===== config.mk =====
export PLATFORM = sky130hd
export DESIGN_NAME = byte_unpacker_flat
export DESIGN_NICKNAME = d
export VERILOG_FILES = /design/src/rtl/huff_pkg.sv /design/src/rtl/byte_unpacker_if.sv /design/src/rtl/byte_unpacker_word_fifo.sv /design/src/rtl/byte_unpacker.sv /design/src/flat_wrapper.sv
export SDC_FILE = /design/constraint.sdc
export NUM_CORES = 1
export LEC_CHECK = 0
export CAP_MARGIN = 0
export CORE_ASPECT_RATIO = 1.2
export CORE_MARGIN = 2
export CORE_UTILIZATION = 45
export CTS_CLUSTER_DIAMETER = 100
export DETAILED_ROUTE_END_ITERATION = 12
export PLACE_DENSITY = 0.74
export SLEW_MARGIN = 40
export SYNTH_ARGS = -nofsm -noshare
export SYNTH_HDL_FRONTEND = slang
export SYNTH_SLANG_ARGS = --single-unit

===== constraint.sdc =====
create_clock -name HCLK -period 7.5 [get_ports HCLK]
set_input_delay 1.5 -clock HCLK [delete_from_list [all_inputs] [get_ports HCLK]]
set_output_delay 1.5 -clock HCLK [all_outputs]
set_load 0.01 [all_outputs]

===== src/rtl/huff_pkg.sv =====
// Shared types for the Huffman front end: unpacker states, the byte type
// and the number of bytes carried by one 32-bit bus word.
package huff_pkg;

   localparam int BYTES_PER_WORD = 4;

   typedef logic [7:0] byte_t;

   typedef enum logic [1:0] {
      IDLE   = 2'd0,
      RUN    = 2'd1,
      FINISH = 2'd2
   } unpack_state_e;

endpackage


===== src/rtl/byte_unpacker_if.sv =====
// Bus bundle between the AHB slave stage (master side) and the byte
// unpacker (slave side). Byte handshake: byte_out is transferred on every
// rising HCLK where byte_valid=1 and byte_ready=1; while byte_valid=1 and
// byte_ready=0 the producer holds byte_out and byte_valid unchanged.
// dbg_state / dbg_fifo_empty expose the unpacker FSM and FIFO occupancy.
interface byte_unpacker_if #(parameter int CNT_W = 16);
   import huff_pkg::*;

   logic             start;
   logic             stop;
   logic [CNT_W-1:0] file_size;
   logic [31:0]      data_save;
   logic             data_valid;
   byte_t            byte_out;
   logic             byte_valid;
   logic             byte_ready;
   logic             done;
   logic             finish_all;
   logic             overflow;
   logic [1:0]       dbg_state;
   logic             dbg_fifo_empty;

   modport master (
      output start, stop, file_size, data_save, data_valid, byte_ready,
      input  byte_out, byte_valid, done, finish_all, overflow,
             dbg_state, dbg_fifo_empty
   );

   modport slave (
      input  start, stop, file_size, data_save, data_valid, byte_ready,
      output byte_out, byte_valid, done, finish_all, overflow,
             dbg_state, dbg_fifo_empty
   );

endinterface


===== src/rtl/byte_unpacker_word_fifo.sv =====
// word_fifo: DEPTH x WIDTH synchronous FIFO. rdata_o always shows the head
// entry (no lookahead). The caller only pops when non-empty and only pushes
// into a full FIFO in the same cycle as a pop. flush_i empties it.
module word_fifo #(
   parameter int DEPTH = 4,
   parameter int WIDTH = 32
) (
   input  logic             clk_i,
   input  logic             rst_ni,
   input  logic             flush_i,
   input  logic             push_i,
   input  logic             pop_i,
   input  logic [WIDTH-1:0] wdata_i,
   output logic [WIDTH-1:0] rdata_o,
   output logic             full_o,
   output logic             empty_o
);

   localparam int AW = $clog2(DEPTH);

   logic [WIDTH-1:0] mem_q [DEPTH];
   logic [AW-1:0]    wr_ptr_q;
   logic [AW-1:0]    rd_ptr_q;
   logic [AW:0]      count_q;

   assign rdata_o = mem_q[rd_ptr_q];
   assign full_o  = (count_q == (AW+1)'(DEPTH));
   assign empty_o = (count_q == '0);

   // Storage array: written at the tail pointer on push.
   always_ff @(posedge clk_i or negedge rst_ni) begin
      if (!rst_ni) begin
         for (int i = 0; i < DEPTH; i++) mem_q[i] <= '0;
      end else if (push_i && !flush_i) begin
         mem_q[wr_ptr_q] <= wdata_i;
      end
   end

   // Pointers and occupancy; power-of-2 depth lets the pointers wrap freely.
   always_ff @(posedge clk_i or negedge rst_ni) begin
      if (!rst_ni) begin
         wr_ptr_q <= '0;
         rd_ptr_q <= '0;
         count_q  <= '0;
      end else if (flush_i) begin
         wr_ptr_q <= '0;
         rd_ptr_q <= '0;
         count_q  <= '0;
      end else begin
         if (push_i) wr_ptr_q <= wr_ptr_q + 1'b1;
         if (pop_i)  rd_ptr_q <= rd_ptr_q + 1'b1;
         case ({push_i, pop_i})
            2'b10:   count_q <= count_q + 1'b1;
            2'b01:   count_q <= count_q - 1'b1;
            default: count_q <= count_q;
         endcase
      end
   end

endmodule


===== src/rtl/byte_unpacker.sv =====
// byte_unpacker: buffers 32-bit words from the AHB stage and emits them one
// byte per cycle to the frequency counter. Optional macro BYTE_ORDER_MSB_EN
// emits [31:24] first instead of [7:0] first.
// The output byte is loaded from the FIFO head ahead of its handshake, so a
// separate load counter tracks bytes still to be fetched while bytes_left
// tracks bytes still to be accepted downstream.
module byte_unpacker
   import huff_pkg::*;
#(
   parameter int DEPTH = 4,
   parameter int CNT_W = 16
) (
   input logic             HCLK,
   input logic             HRESETn,
   byte_unpacker_if.slave  bus
);

   localparam logic [1:0] ST_IDLE   = IDLE;
   localparam logic [1:0] ST_RUN    = RUN;
   localparam logic [1:0] ST_FINISH = FINISH;
   localparam logic [1:0] LANE_LAST = 2'(BYTES_PER_WORD - 1);

   logic [1:0]       state_q, state_d;
   logic             start_q;
   logic [CNT_W-1:0] bytes_left_q, bytes_left_d;
   logic [CNT_W-1:0] load_left_q, load_left_d;
   logic [1:0]       lane_q, lane_d;
   byte_t            byte_out_q, byte_out_d;
   logic             byte_valid_q, byte_valid_d;
   logic             overflow_q, overflow_d;
   logic             done_q;

   logic             start_rise, run, hs, load;
   logic             fifo_push, fifo_pop, fifo_flush, fifo_full, fifo_empty;
   logic [31:0]      fifo_rdata;
   logic [1:0]       byte_idx;
   byte_t            byte_sel;

   assign start_rise = bus.start & ~start_q;
   assign run        = (state_q == ST_RUN);
   assign hs         = byte_valid_q & bus.byte_ready;
   // Fetch the next byte whenever the output register is free or draining.
   assign load       = run & ~bus.stop & ~fifo_empty & (load_left_q != '0) &
                       (~byte_valid_q | hs);
   assign fifo_pop   = load & ((lane_q == LANE_LAST) | (load_left_q == CNT_W'(1)));
   // Full is judged after a same-cycle pop.
   assign fifo_push  = run & ~bus.stop & bus.data_valid & (~fifo_full | fifo_pop);
   // The FIFO only carries data while a file is running.
   assign fifo_flush = bus.stop | ~run;

`ifdef BYTE_ORDER_MSB_EN
   assign byte_idx = LANE_LAST - lane_q;
`else
   assign byte_idx = lane_q;
`endif
   assign byte_sel = fifo_rdata[{byte_idx, 3'b000} +: 8];

   word_fifo #(.DEPTH(DEPTH), .WIDTH(32)) u_fifo (
      .clk_i   (HCLK),
      .rst_ni  (HRESETn),
      .flush_i (fifo_flush),
      .push_i  (fifo_push),
      .pop_i   (fifo_pop),
      .wdata_i (bus.data_save),
      .rdata_o (fifo_rdata),
      .full_o  (fifo_full),
      .empty_o (fifo_empty)
   );

   // Next-state logic for the FSM, counters and the output byte register.
   always_comb begin
      state_d      = state_q;
      bytes_left_d = bytes_left_q;
      load_left_d  = load_left_q;
      lane_d       = lane_q;
      byte_out_d   = byte_out_q;
      byte_valid_d = byte_valid_q;
      overflow_d   = overflow_q;
      if (bus.stop) begin
         state_d      = ST_IDLE;
         byte_valid_d = 1'b0;
         lane_d       = '0;
         bytes_left_d = '0;
         load_left_d  = '0;
      end else begin
         case (state_q)
            ST_IDLE: begin
               if (start_rise) begin
                  if (bus.file_size != '0) begin
                     state_d      = ST_RUN;
                     bytes_left_d = bus.file_size;
                     load_left_d  = bus.file_size;
                     lane_d       = '0;
                     overflow_d   = 1'b0;
                  end else begin
                     state_d = ST_FINISH;
                  end
               end
            end
            ST_RUN: begin
               if (hs) begin
                  bytes_left_d = bytes_left_q - CNT_W'(1);
                  if (bytes_left_q == CNT_W'(1)) state_d = ST_FINISH;
               end
               if (load) begin
                  byte_out_d   = byte_sel;
                  byte_valid_d = 1'b1;
                  load_left_d  = load_left_q - CNT_W'(1);
                  lane_d       = fifo_pop ? 2'd0 : lane_q + 2'd1;
               end else if (hs) begin
                  byte_valid_d = 1'b0;
               end
               if (bus.data_valid && fifo_full && !fifo_pop) overflow_d = 1'b1;
            end
            ST_FINISH: begin
               if (!bus.start) state_d = ST_IDLE;
            end
            default: state_d = ST_IDLE;
         endcase
      end
   end

   // State registers, all cleared by the asynchronous reset.
   always_ff @(posedge HCLK or negedge HRESETn) begin
      if (!HRESETn) begin
         state_q      <= ST_IDLE;
         start_q      <= 1'b0;
         bytes_left_q <= '0;
         load_left_q  <= '0;
         lane_q       <= '0;
         byte_out_q   <= '0;
         byte_valid_q <= 1'b0;
         overflow_q   <= 1'b0;
         done_q       <= 1'b0;
      end else begin
         state_q      <= state_d;
         start_q      <= bus.start;
         bytes_left_q <= bytes_left_d;
         load_left_q  <= load_left_d;
         lane_q       <= lane_d;
         byte_out_q   <= byte_out_d;
         byte_valid_q <= byte_valid_d;
         overflow_q   <= overflow_d;
         done_q       <= fifo_push;
      end
   end

   assign bus.byte_out       = byte_out_q;
   assign bus.byte_valid     = byte_valid_q;
   assign bus.done           = done_q;
   assign bus.finish_all     = (state_q == ST_FINISH);
   assign bus.overflow       = overflow_q;
   assign bus.dbg_state      = state_q;
   assign bus.dbg_fifo_empty = fifo_empty;

endmodule

===== src/flat_wrapper.sv =====
// flat-port wrapper written by rule: the top's interface ports become plain ports
module byte_unpacker_flat import huff_pkg::*;
#(
   parameter int DEPTH = 4,
   parameter int CNT_W = 16
)
  (HCLK, HRESETn, bus_start, bus_stop, bus_file_size, bus_data_save, bus_data_valid, bus_byte_ready, bus_byte_out, bus_byte_valid, bus_done, bus_finish_all, bus_overflow, bus_dbg_state, bus_dbg_fifo_empty);
  byte_unpacker_if #(.CNT_W(CNT_W)) bus_i ();
  input logic HCLK;
  input logic HRESETn;
  input wire logic [$bits(bus_i.start)-1:0] bus_start;
  input wire logic [$bits(bus_i.stop)-1:0] bus_stop;
  input wire logic [$bits(bus_i.file_size)-1:0] bus_file_size;
  input wire logic [$bits(bus_i.data_save)-1:0] bus_data_save;
  input wire logic [$bits(bus_i.data_valid)-1:0] bus_data_valid;
  input wire logic [$bits(bus_i.byte_ready)-1:0] bus_byte_ready;
  output wire logic [$bits(bus_i.byte_out)-1:0] bus_byte_out;
  output wire logic [$bits(bus_i.byte_valid)-1:0] bus_byte_valid;
  output wire logic [$bits(bus_i.done)-1:0] bus_done;
  output wire logic [$bits(bus_i.finish_all)-1:0] bus_finish_all;
  output wire logic [$bits(bus_i.overflow)-1:0] bus_overflow;
  output wire logic [$bits(bus_i.dbg_state)-1:0] bus_dbg_state;
  output wire logic [$bits(bus_i.dbg_fifo_empty)-1:0] bus_dbg_fifo_empty;
  assign bus_i.start = bus_start;
  assign bus_i.stop = bus_stop;
  assign bus_i.file_size = bus_file_size;
  assign bus_i.data_save = bus_data_save;
  assign bus_i.data_valid = bus_data_valid;
  assign bus_i.byte_ready = bus_byte_ready;
  assign bus_byte_out = bus_i.byte_out;
  assign bus_byte_valid = bus_i.byte_valid;
  assign bus_done = bus_i.done;
  assign bus_finish_all = bus_i.finish_all;
  assign bus_overflow = bus_i.overflow;
  assign bus_dbg_state = bus_i.dbg_state;
  assign bus_dbg_fifo_empty = bus_i.dbg_fifo_empty;
  byte_unpacker #(.DEPTH(DEPTH), .CNT_W(CNT_W)) u_core (.HCLK(HCLK), .HRESETn(HRESETn), .bus(bus_i));
endmodule

# Word level (Yosys, flattened, before mapping)
# Cells that the tools add are included.
# word_totals
output_inout_bits	15
input_bits	54
register_bits	183
# op_classes
n_shift	1
muxes	41
n_bitwise	21
reduce_logical	23
order_cmp	3
n_eq_ne	17
addsub	7
# ops
op	n
128-bit bitwise mux	1
16-bit two-way mux	6
32-bit two-way mux	3
32-bit binary-select mux with 2-bit select	1
32-bit demux with 2-bit select	1
16-bit case mux with 2 select lines	2
16-bit by 1-bit == test with 1-bit output (second input constant)	2
16-bit nonzero test	2
32-bit by 6-bit indexed part select with 8-bit output	1
16-bit by 1-bit subtractor with 16-bit output (second input constant)	2
2-bit two-way mux	15
3-bit != test (second input constant)	4
4-bit AND reduction	3
1-bit bitwise AND	9
3-bit nonzero test	3
2-bit nonzero test	4
1-bit two-way mux	7
2-bit by 1-bit adder with 2-bit output (second input constant)	3
2-bit == test (second input constant)	3
3-bit greater-or-equal comparator (second input constant)	2
3-bit by 2-bit != test with 1-bit output (second input constant)	2
1-bit inverter	6
2-bit inverter with 3-bit output	2
2-bit case mux with 3 select lines	1
19 further kinds	28

# Depth between registers and ports, before layout
# logic_depth
ltp_word	11
mapped_depth	13
depth_no_buf	12

# Hierarchy
# A second synthesis with hierarchy kept.
# unflattened
hier_cells	683
area_unflattened_um2	9740.6
# modules_own_cells
module	instances	cells_per_inst	area_each_um2
word_fifo	1	351	6437.4
byte_unpacker	1	332	3303.2

# Least setup slack after synthesis
# No wires, ideal clock.
# synth_timing
path_type	input-to-reg
from	in bus_stop
to	reg u_core.u_fifo.count_q[2]
setup_slack_ns	3.304
stages	13
t_required_ns	7.422
arrival_time_ns	4.118
path_cell_list	buf_2 -> or3b_1 -> buf_2 -> nor3_4 -> o211a_4 -> buf_6 -> o21a_1 -> nand2_1 -> ha_1 -> fa_1 -> xnor2_1 -> or3_1 -> a21oi_1
# synth_between
elab_chain_len	11
elab_cells_between_ends	15
cone_classes	eq/ne: 2; mux: 2; bitwise: 10; reduce/logical: 1
# synth_lines
item	line	source
from (decl)	flat_wrapper.sv:12	input wire logic [$bits(bus_i.stop)-1:0] bus_stop;
1-bit inverter (no line)	-	
1-bit bitwise AND	byte_unpacker.sv:43, byte_unpacker.sv:47	
1-bit bitwise AND (3 in series)	byte_unpacker.sv:43	assign load = run & ~bus.stop & ~fifo_empty & (load_left_q != '0) &
1-bit bitwise AND	byte_unpacker.sv:45	assign fifo_pop = load & ((lane_q == LANE_LAST) | (load_left_q == CNT_W'(1)));
1-bit OR	byte_unpacker.sv:47	assign fifo_push = run & ~bus.stop & bus.data_valid & (~fifo_full | fifo_pop);
1-bit bitwise AND	byte_unpacker.sv:47	
2-bit by 1-bit == test with 1-bit output / 2-bit == test (equally long branches)	byte_unpacker_word_fifo.sv:52	case ({push_i, pop_i})
3-bit case mux with 2 select lines	byte_unpacker_word_fifo.sv:52	
3-bit two-way mux	byte_unpacker_word_fifo.sv:45	end else if (flush_i) begin
to (signal assigned)	byte_unpacker_word_fifo.sv:53	2'b10: count_q <= count_q + 1'b1;
to (signal assigned)	byte_unpacker_word_fifo.sv:54	2'b01: count_q <= count_q - 1'b1;
to (signal assigned)	byte_unpacker_word_fifo.sv:55	default: count_q <= count_q;
to (decl)	byte_unpacker_word_fifo.sv:24	logic [AW:0] count_q;
# Several ways; a longest one is shown, not always the timed one.
# A chain may end at the register's enable or synchronous reset.

# Final worst setup path
# Same ends and word-level chain as after synthesis.

==> results by group <==
Critical path
  • Largest driver fanout on the critical path: 17
  • Worst Path Buf+Inv: 1
  • Endpoint arrival time on the critical path: 5100 ps
  • Worst setup SP type: input port
  • Critical path endpoint category: register
  • Critical path, cell by cell: clkdlybuf4s50_1 -> or3b_1 -> nor3_4 -> o211a_4 -> o21a_1 -> nand2_1 -> ha_1 -> fa_1 -> xnor2_1 -> or3_1 -> a21oi_1
  • CP peak stage delay: 760 ps
  • Top Family by Delay on Critical Path: simple AND/OR/NAND/NOR gates
  • Req. time, crit path: 7850 ps
  • Slowest-stage cell, CP: sky130_fd_sc_hd__or3b_1
  • Worst setup path class: input port to register

GRT
  • Total routing resource utilization after global routing: 20.9%
  • Aggregate global routing overflow: 0
  • Largest net degree at the start of global routing: 78
  • Number of global-route vias before repair: 6,631
  • First-pass GRT wire length: 35.7 mm
  • Antenna violations before repair: 0

STA
  • Share of the clock period used by the worst path: 63.3%
  • Final hold violation count: 0
  • Final number of max-transition violations: 0
  • Setup repair after global routing missed its margin: no
  • Highest Clock Rate: 211 MHz
  • Fin worst setup slack: 2750 ps
  • Setup violations, final: 0
  • Tightest Pin Transition: 782 ps
  • Maximum clock skew at final layout: 11.5 ps
  • Time the final worst path needs with I/O delays and setup: 4750 ps
  • Remaining max-slew budget at the tightest pin: 47.8%
  • Setup TNS after final layout: 0 ps
  • Hold slack: 493 ps

Floorplan
  • Die Height: 162 um
  • Die span in x: 136 um
  • Core region area: 20,400 sq um
  • Initial cell density of the core: 46.0%
  • I/O Pins: 69
  • Area enclosed by the die boundary: 22,000 sq um
  • Number of core rows: 57

Clock tree
  • Root buffer cell: sky130_fd_sc_hd__clkbuf_16
  • Clock tree from TritonCTS: yes
  • Post-CTS sizing: 0
  • Post-CTS Hold Fix Bufs: 0
  • Clock Tree Buf Depth: 2
  • Number of sinks on the clock net: 183
  • Clock transition at the register clock pins on the worst setup and hold paths after CTS: 70 ps
  • Clock buffers created by TritonCTS: 17
  • Setup Fix Bufs, Post-CTS: 0
  • Clock insertion delay at the later pin of the skew report: 440 ps
  • Maximum level of the CTS H-tree: 4

Route
  • Via count: 6,383
  • Initial DRT Pass Iterations: 6
  • Vias per cell: 6.02
  • Detailed-route DRC error count: 0
  • Remaining number of nets flagged by the antenna check after routing: 0
  • Total Wirelength: 21.9 mm
  • Wirelength per Cell: 20.6 um
  • Drt initial violations: 531

Synth
  • Primary FF master, synth: sky130_fd_sc_hd__dfrtp_1
  • Cells after Synth: 730
  • Seq/Total Area, Yosys: 48.8%
  • Per-instance average area after synthesis: 12.9 sq um
  • Number of flops mapped to enable cells by yosys: 0
  • Number of nets produced by synthesis: 795
  • Total standard cell area after synthesis: 9390 sq um
  • Fraction of registers with async set/reset: 100%
  • Warnings, synthesis: 0
  • Library cells used by synthesis: 72
  • Flops & latches, synth: 183

Layout
  • Post-layout utilization of the core: 53.3%
  • Share of post-route cells with drive strength above 1: 27.4%
  • Post-synthesis to final-layout area growth: 15.9%
  • Number of diodes added for antenna fixing: 0
  • NumNets Final: 849

Power
  • Power density normalized to cell area: 287 nW/um^2
  • LEAKAGE: 4.90 nW
  • Total design power: 3.13 mW
  • Peak supply drop: 198 uV

Place
  • Count of buffers from port buffering: 68
  • Final HPWL from detailed placement: 14.3 mm
  • Post-placement worst setup slack: 2300 ps
  • Final weighted congestion in routability-driven placement: 0.860

Run
  • Total of max-cap violations: 0

Worst hold path
  • Type of the most critical hold path: register to register

Outcome
  • Status: complete, no violations
==> synthesized netlist by cell type, types with 3 or more instances <==
master,instances,area (sq um)
sky130_fd_sc_hd__nand2_1,26,97.6
sky130_fd_sc_hd__mux4_2,24,541
sky130_fd_sc_hd__ha_1,10,125
sky130_fd_sc_hd__o31ai_1,3,22.5
sky130_fd_sc_hd__or3_1,7,43.8
sky130_fd_sc_hd__a22oi_1,6,45.0
sky130_fd_sc_hd__o211ai_1,3,22.5
sky130_fd_sc_hd__mux2_4,60,901
sky130_fd_sc_hd__buf_2,12,60.1
sky130_fd_sc_hd__dfrtp_1,183,4580
sky130_fd_sc_hd__nor4_1,10,62.6
sky130_fd_sc_hd__a222oi_1,8,80.1
sky130_fd_sc_hd__o22ai_1,3,18.8
sky130_fd_sc_hd__o21ai_0,43,215
sky130_fd_sc_hd__nor3_1,10,50.1
sky130_fd_sc_hd__o31a_1,9,78.8
sky130_fd_sc_hd__a31o_2,3,26.3
sky130_fd_sc_hd__buf_6,7,78.8
sky130_fd_sc_hd__a31oi_1,7,43.8
sky130_fd_sc_hd__nor2b_1,5,31.3
sky130_fd_sc_hd__a21o_1,9,67.6
sky130_fd_sc_hd__and2_1,5,31.3
sky130_fd_sc_hd__clkbuf_1,25,93.8
sky130_fd_sc_hd__mux2_2,68,766
sky130_fd_sc_hd__buf_1,3,11.3
sky130_fd_sc_hd__or3b_2,5,43.8
sky130_fd_sc_hd__mux2i_1,21,210
sky130_fd_sc_hd__nor2_1,30,113
sky130_fd_sc_hd__a21oi_1,19,95.1
sky130_fd_sc_hd__and3_1,4,25.0
sky130_fd_sc_hd__o311ai_0,3,26.3
sky130_fd_sc_hd__nand3_1,3,15.0
sky130_fd_sc_hd__nor3b_1,4,30.0
sky130_fd_sc_hd__xnor2_1,3,26.3
sky130_fd_sc_hd__o22a_1,5,43.8
sky130_fd_sc_hd__a221oi_1,9,78.8
sky130_fd_sc_hd__nand4_1,6,37.5
sky130_fd_sc_hd__inv_1,23,86.3
==> report_power, final <==
group	internal, mW	total [mW]	switching, mW
clock network	0.441	0.862	0.422
registers	1.19	1.35	0.165
logic	0.487	0.909	0.422
total	2.12	3.13	1.01
==> final timing paths <==
path                       slack, ps                                     to  cells past startpoint                                 from
setup / recovery                2750   u_core.u_fifo.count_q[2]$_DFFE_PN0P_                     11                             bus_stop
hold / removal                   490    u_core.u_fifo.mem_q[29]$_DFFE_PN0P_                      1  u_core.u_fifo.mem_q[29]$_DFFE_PN0P_
setup reg to reg                3910   u_core.u_fifo.count_q[2]$_DFFE_PN0P_                     10  u_core.bus.dbg_state[0]$_DFFE_PN0P_
hold reg to reg                  490    u_core.u_fifo.mem_q[29]$_DFFE_PN0P_                      1  u_core.u_fifo.mem_q[29]$_DFFE_PN0P_
max in group asynchronous       5410  u_core.u_fifo.rd_ptr_q[0]$_DFFE_PN0P_                      2                              HRESETn
min in group asynchronous        980    u_core.bytes_left_q[15]$_DFFE_PN0P_                      1                              HRESETn
==> metal layers <==
metal | vias up | GRT usage, % | share of wire, %
met2 | 223 | 34.3 | 50
met3 | 40 | 4.40 | 5.7
met4 | 0 | 8.19 | 2.7
met5 | - | 0 | 0
met1 | 3250 | 27.1 | 42
li1 | 2870 | - | -
==> cells by family after synthesis <==
family / Yosys count / share of synthesized area (%)
multiplexers: 175 / 26.0
AO/OA/AOI/OAI: 157 / 12.3
buffers and inverters: 70 / 3.52
AND/OR/NAND/NOR: 130 / 7.53
flip-flops: 183 / 48.8
XOR/XNOR: 4 / 0.373
adder cells (fa/ha/maj): 11 / 1.55
==> cell usage in the layout (no fill, tap or decap), types with 4 or more instances in the layout <==
master / count
sky130_fd_sc_hd__a21o_1: 9
sky130_fd_sc_hd__a21oi_1: 19
sky130_fd_sc_hd__a221oi_1: 9
sky130_fd_sc_hd__a222oi_1: 8
sky130_fd_sc_hd__a22oi_1: 6
sky130_fd_sc_hd__a31oi_1: 7
sky130_fd_sc_hd__and2_1: 5
sky130_fd_sc_hd__and3_1: 4
sky130_fd_sc_hd__buf_4: 11
sky130_fd_sc_hd__clkbuf_16: 17
sky130_fd_sc_hd__clkdlybuf4s50_1: 67
sky130_fd_sc_hd__dfrtp_1: 182
sky130_fd_sc_hd__ha_1: 10
sky130_fd_sc_hd__inv_1: 23
sky130_fd_sc_hd__inv_8: 5
sky130_fd_sc_hd__mux2_2: 68
sky130_fd_sc_hd__mux2_4: 60
sky130_fd_sc_hd__mux2i_1: 21
sky130_fd_sc_hd__mux4_2: 24
sky130_fd_sc_hd__nand2_1: 26
sky130_fd_sc_hd__nand4_1: 6
sky130_fd_sc_hd__nor2_1: 30
sky130_fd_sc_hd__nor2b_1: 5
sky130_fd_sc_hd__nor3_1: 10
sky130_fd_sc_hd__nor3b_1: 4
sky130_fd_sc_hd__nor4_1: 9
sky130_fd_sc_hd__o2111ai_4: 4
sky130_fd_sc_hd__o21ai_0: 43
sky130_fd_sc_hd__o22a_1: 5
sky130_fd_sc_hd__o31a_1: 9
sky130_fd_sc_hd__or3_1: 7
sky130_fd_sc_hd__or3b_2: 5
==> registers in the layout (all words and copies together), names as in the netlist <==
register	count
u_core.u_fifo.mem_q	128
u_core.bytes_left_q	16
u_core.load_left_q	16
u_core.bus.byte_out	8
u_core.u_fifo.count_q	3
u_core.bus.dbg_state	2
u_core.byte_idx	2
u_core.u_fifo.rd_ptr_q	2
u_core.u_fifo.wr_ptr_q	2
u_core.bus.byte_valid	1
u_core.bus.done	1
u_core.bus.overflow	1
u_core.start_q	1
==> layout make-up <==
cell class,instances,area [sq um]
Fill cell,1742,9520
Sequential cell,183,4580
Multi-Input combinational cell,477,4510
Timing Repair Buffer,82,807
Clock buffer,18,429
Tap cell,265,332
Clock inverter,13,133
Inverter,23,86.3
==> per-stage QoR <==
step           area (sq um)  cells
6_report              10900   1061
3_3_place_gp          10300   1028
3_5_place_dp          10300   1029
2_1_floorplan          9390    730
4_1_cts               10900   1060
5_1_grt               10900   1061
Power figures use the tool's default switching activity.
